File: src/rtl/bus_master_pkg.sv
// Shared constants for the single-outstanding STB/ACK bus initiator.
package bus_master_pkg;

    localparam int unsigned BUS_W = 32;

    localparam logic [BUS_W-1:0] ERR_DATA_DEFAULT = 32'hFFFF_FFFF;

    localparam logic [0:0] ST_IDLE = 1'b0;
    localparam logic [0:0] ST_BUS  = 1'b1;

endpackage

File: src/rtl/bus_master.sv
// Single-outstanding STB/ACK bus initiator with per-cycle timeout.
// Latency 2+N cycles (N wait states), 1+TIMEOUT on timeout; req ignored while busy.
module bus_master
    import bus_master_pkg::*;
#(
    parameter int unsigned        TIMEOUT  = 255,
    parameter logic [BUS_W-1:0]   ERR_DATA = ERR_DATA_DEFAULT
) (
    input  logic             clk,
    input  logic             reset,
    input  logic             req,
    input  logic             we,
    input  logic [BUS_W-1:0] addr,
    input  logic [BUS_W-1:0] wdata,
    output logic             busy,
    output logic             done,
    output logic             err,
    output logic [BUS_W-1:0] rdata,
    output logic             STB,
    output logic             WE,
    output logic [BUS_W-1:0] ADR_O,
    output logic [BUS_W-1:0] DAT_O,
    input  logic [BUS_W-1:0] DAT_I,
    input  logic             ACK
);

    localparam logic [7:0] LAST_CNT = 8'(TIMEOUT - 1);

    logic [0:0]       state_q, state_d;
    logic [7:0]       cnt_q, cnt_d;
    logic             we_q, we_d;
    logic [BUS_W-1:0] adr_q, adr_d;
    logic [BUS_W-1:0] dat_q, dat_d;
    logic [BUS_W-1:0] rdata_q, rdata_d;
    logic             done_q, done_d;
    logic             err_q, err_d;

    always_comb begin
        state_d = state_q;
        cnt_d   = cnt_q;
        we_d    = we_q;
        adr_d   = adr_q;
        dat_d   = dat_q;
        rdata_d = rdata_q;
        done_d  = 1'b0;
        err_d   = 1'b0;
        case (state_q)
            ST_IDLE: begin
                if (req) begin
                    state_d = ST_BUS;
                    we_d    = we;
                    adr_d   = addr;
                    dat_d   = wdata;
                    cnt_d   = 8'd0;
                end
            end
            default: begin
                // ACK is checked first so an ack on the last permitted cycle wins
                if (ACK) begin
                    state_d = ST_IDLE;
                    done_d  = 1'b1;
                    if (!we_q) rdata_d = DAT_I;
                end else if (cnt_q == LAST_CNT) begin
                    state_d = ST_IDLE;
                    done_d  = 1'b1;
                    err_d   = 1'b1;
                    if (!we_q) rdata_d = ERR_DATA;
                end else begin
                    cnt_d = cnt_q + 8'd1;
                end
            end
        endcase
    end

    always_ff @(posedge clk) begin
        if (reset) begin
            state_q <= ST_IDLE;
            cnt_q   <= 8'd0;
            we_q    <= 1'b0;
            adr_q   <= '0;
            dat_q   <= '0;
            rdata_q <= '0;
            done_q  <= 1'b0;
            err_q   <= 1'b0;
        end else begin
            state_q <= state_d;
            cnt_q   <= cnt_d;
            we_q    <= we_d;
            adr_q   <= adr_d;
            dat_q   <= dat_d;
            rdata_q <= rdata_d;
            done_q  <= done_d;
            err_q   <= err_d;
        end
    end

    assign busy  = (state_q == ST_BUS);
    assign STB   = (state_q == ST_BUS);
    assign WE    = we_q;
    assign ADR_O = adr_q;
    assign DAT_O = dat_q;
    assign rdata = rdata_q;
    assign done  = done_q;
    assign err   = err_q;

endmodule

File: config.mk
export PLATFORM = sky130hd
export DESIGN_NAME = bus_master
export DESIGN_NICKNAME = d
export VERILOG_FILES = /design/src/rtl/bus_master_pkg.sv /design/src/rtl/bus_master.sv
export SDC_FILE = /design/constraint.sdc
export NUM_CORES = 1
export LEC_CHECK = 0
export CAP_MARGIN = 30
export CORE_MARGIN = 8
export CORE_UTILIZATION = 40
export CTS_CLUSTER_DIAMETER = 60
export DETAILED_ROUTE_END_ITERATION = 6
export PLACE_DENSITY = 0.8
export SYNTH_ARGS = -nofsm -noshare
export SYNTH_HDL_FRONTEND = slang
export SYNTH_SLANG_ARGS = --single-unit
export TNS_END_PERCENT = 1
File: constraint.sdc
create_clock -name clk -period 2.3 [get_ports clk]
set_clock_uncertainty 0.2 [all_clocks]
set_input_delay 0.23 -clock clk [delete_from_list [all_inputs] [get_ports clk]]
set_output_delay 0.23 -clock clk [all_outputs]
set_load 0.01 [all_outputs]
==> flow_summary.ini <==
[setup_path]
critical-path-top-delay-family = compound AO/OA/AOI/OAI gates
cp_slowest_cell = o2111ai_4
worstPathMaxFanout = 12
path_cells = inv_1 -> ha_1 -> nand4_2 -> nor2_2 -> o2111ai_4 -> buf_4 -> a21oi_2
crit_type = reg -> reg
start_kind = flop
regToRegSetupSlack_ps = 240
cp.required_ps = 2340
cpPeakStageDelay_ps = 440
arrival_ps = 2110
crit_path_end_kind = flop
cp.buffers_inverters = 2

[sta]
finalSetupViolations = 0
fin_crit_ps = 2060
relSlewSlack = 0.482
finalMaxSlewViolations = 0
rsz0062_at_grt = no
worst_pin_slew_ps = 777
timing.hold.ws_ps = 206
setup_tns_ps = 0
finalHoldViolCount = 0
setup_ws_ps = 236
fin_crit_sh = 0.897
fmax_mhz = 484

[logic_synthesis]
syn-num-nets = 587
avgSynthCellArea_sq_um = 8.30
synth-seq-cells = 108
synth-edff-count = 0
synthTopCellsByCount = 165 x nand2_1, 108 x dfxtp_1, 69 x a21oi_1, 37 x nor2_1, 30 x a21oi_2
yosysSeqAreaShare = 0.538
netlist.area_leader.share = 0.538
yosysUniqueCellTypes = 36
synth_async_sr_flop_share = 0
yosysMostFrequentCell = nand2_1
synth_top_flop_cell = dfxtp_1
synthesis.area_sq_um = 4020
synthesis.instances = 484
synth.area.top_cells = dfxtp_1 54%, nand2_1 15%, a21oi_1 8.6%, a21oi_2 6.5%, nor2_1 3.5%
ys_warn_count = 0
yosys.area.top_type = dfxtp_1

[placement]
gp_congestion = 0.823
place_ws_ps = 239
dpl.cell_count = 794
dp_hpwl_mm = 9.29
portBuffers = 201

[finish]
fin_cells = 810
area_growth_pct = 56.2
drive_gt1_frac = 0.0931
num-nets-final = 775
insertedDiodeCount = 0

[run]
drv_cap = 0

[clock_tree]
cts_inserted_buffers = 9
h-tree-depth = 3
clk_latency_ps = 350
clock-sinks = 108
cts_buffer_depth = 2
cts_hold_buf = 0
cts.clk_slew.worst_paths_ps = 100
cts_tree = done
post_cts_buffers = 0
ctsResizeCount = 0
cts_root_buffer = clkbuf_8

[global_route]
grt_pass1_wl_mm = 19.3
grt_overflow_total = 0
grt_max_degree = 76
antenna_found_initial = 0
grt_use_total = 0.180
grt_pass1_vias = 3906

[detailed_routing]
drtAntennaViolNets = 0
viasPerCell = 4.74
dr.pass1.iters = 4
via_count = 3843
wirelength_mm = 12.2
post_drt_wl_per_cell_um = 15.1
drtIter0Drc = 248
drc_errors = 0

[die]
die-height_um = 116
row_count = 36
initial_core_util = 0.411
die-width_um = 116
core-area_sq_um = 9770
die-area_sq_um = 13500
ios = 202

[pwr]
ir_drop_v = 0.000327
total_power_w = 0.00376
p_leak_nw = 2.29
powerDensity_nw_per_um2 = 599

[hold_path]
hp-class = in -> reg

[status]
status = finished clean
layer usage:
| layer | vias up | GRT usage | part of all wire |
|---|---|---|---|
| li1 | 1949 | - | - |
| met1 | 1761 | 0.199 | 0.40 |
| met2 | 114 | 0.311 | 0.50 |
| met3 | 19 | 0.0564 | 0.078 |
| met4 | 0 | 0.0752 | 0.023 |
| met5 | - | 0 | 0 |
flip-flops by register name, summed over array words and instances, names as in the netlist:
register,count
cnt_q,8
DAT_O,32
rdata,32
done,1
WE,1
STB,1
err,1
ADR_O,32
final cells by class:
type	count	area [sq um]
Clock buffer	12	145
Fill cell	826	3500
Multi-Input combinational cell	337	1680
Timing Repair Buffer	210	2070
Clock inverter	4	25.0
Sequential cell	108	2160
Tap cell	133	166
Inverter	6	22.5
power by group:
| group | switching [W] | total (W) | internal, W |
|---|---|---|---|
| clock network | 0.000608 | 0.00103 | 0.000422 |
| registers | 0.0000548 | 0.00203 | 0.00197 |
| logic | 0.000302 | 0.000701 | 0.000399 |
cell usage in the layout (no fill, tap or decap), types with 2 or more instances in the layout:
master and n:
nand3_1 3, nor4_1 3, ha_1 2, nor2_1 36
dfxtp_1 108, clkdlybuf4s50_1 200, a21oi_2 30, clkinvlp_4 2
buf_4 9, nand4_1 2, inv_1 5, nor3_1 3
clkbuf_8 10, a21oi_1 69, o2111ai_1 2, nand2b_1 2
clkbuf_1 2, clkinv_2 2, nand2_1 165
through the flow:
stage | util | instance area, sq um
2_1_floorplan | - | 4020
3_3_place_gp | 0.624 | 6100
3_5_place_dp | 0.624 | 6100
4_1_cts | 0.642 | 6270
5_1_grt | 0.642 | 6270
6_report | 0.642 | 6270
path summary, 6_finish.rpt:
check                           startpoint        end  depth (start not counted)
worst min-delay path              addr[12]  ADR_O[12]                          3
worst min register to register   ADR_O[31]  ADR_O[31]                          2
worst max register to register    cnt_q[0]   rdata[9]                          7
worst max-delay path              cnt_q[0]   rdata[9]                          7
cell families (layout without fill, tap and decap cells):
logic type,Yosys count,in the layout,share of synthesized area
adder cells (fa/ha/maj),2,2,0.00623
multiplexers,2,2,0.00530
AND/OR/NAND/NOR,224,224,0.227
buffers and inverters,39,232,0.0467
XOR/XNOR,1,1,0.00218
flip-flops,108,108,0.538
AO/OA/AOI/OAI,108,108,0.175
worst register-to-register path, delay by kind of cell, from the launching register on:
family / cells / cell delay [ps]
simple gates: 2 / 220
flops: 1 / 400
buf+inv: 2 / 400
fa+ha+maj: 1 / 220
compound gates: 2 / 520
(Power assumes the default switching activity.)
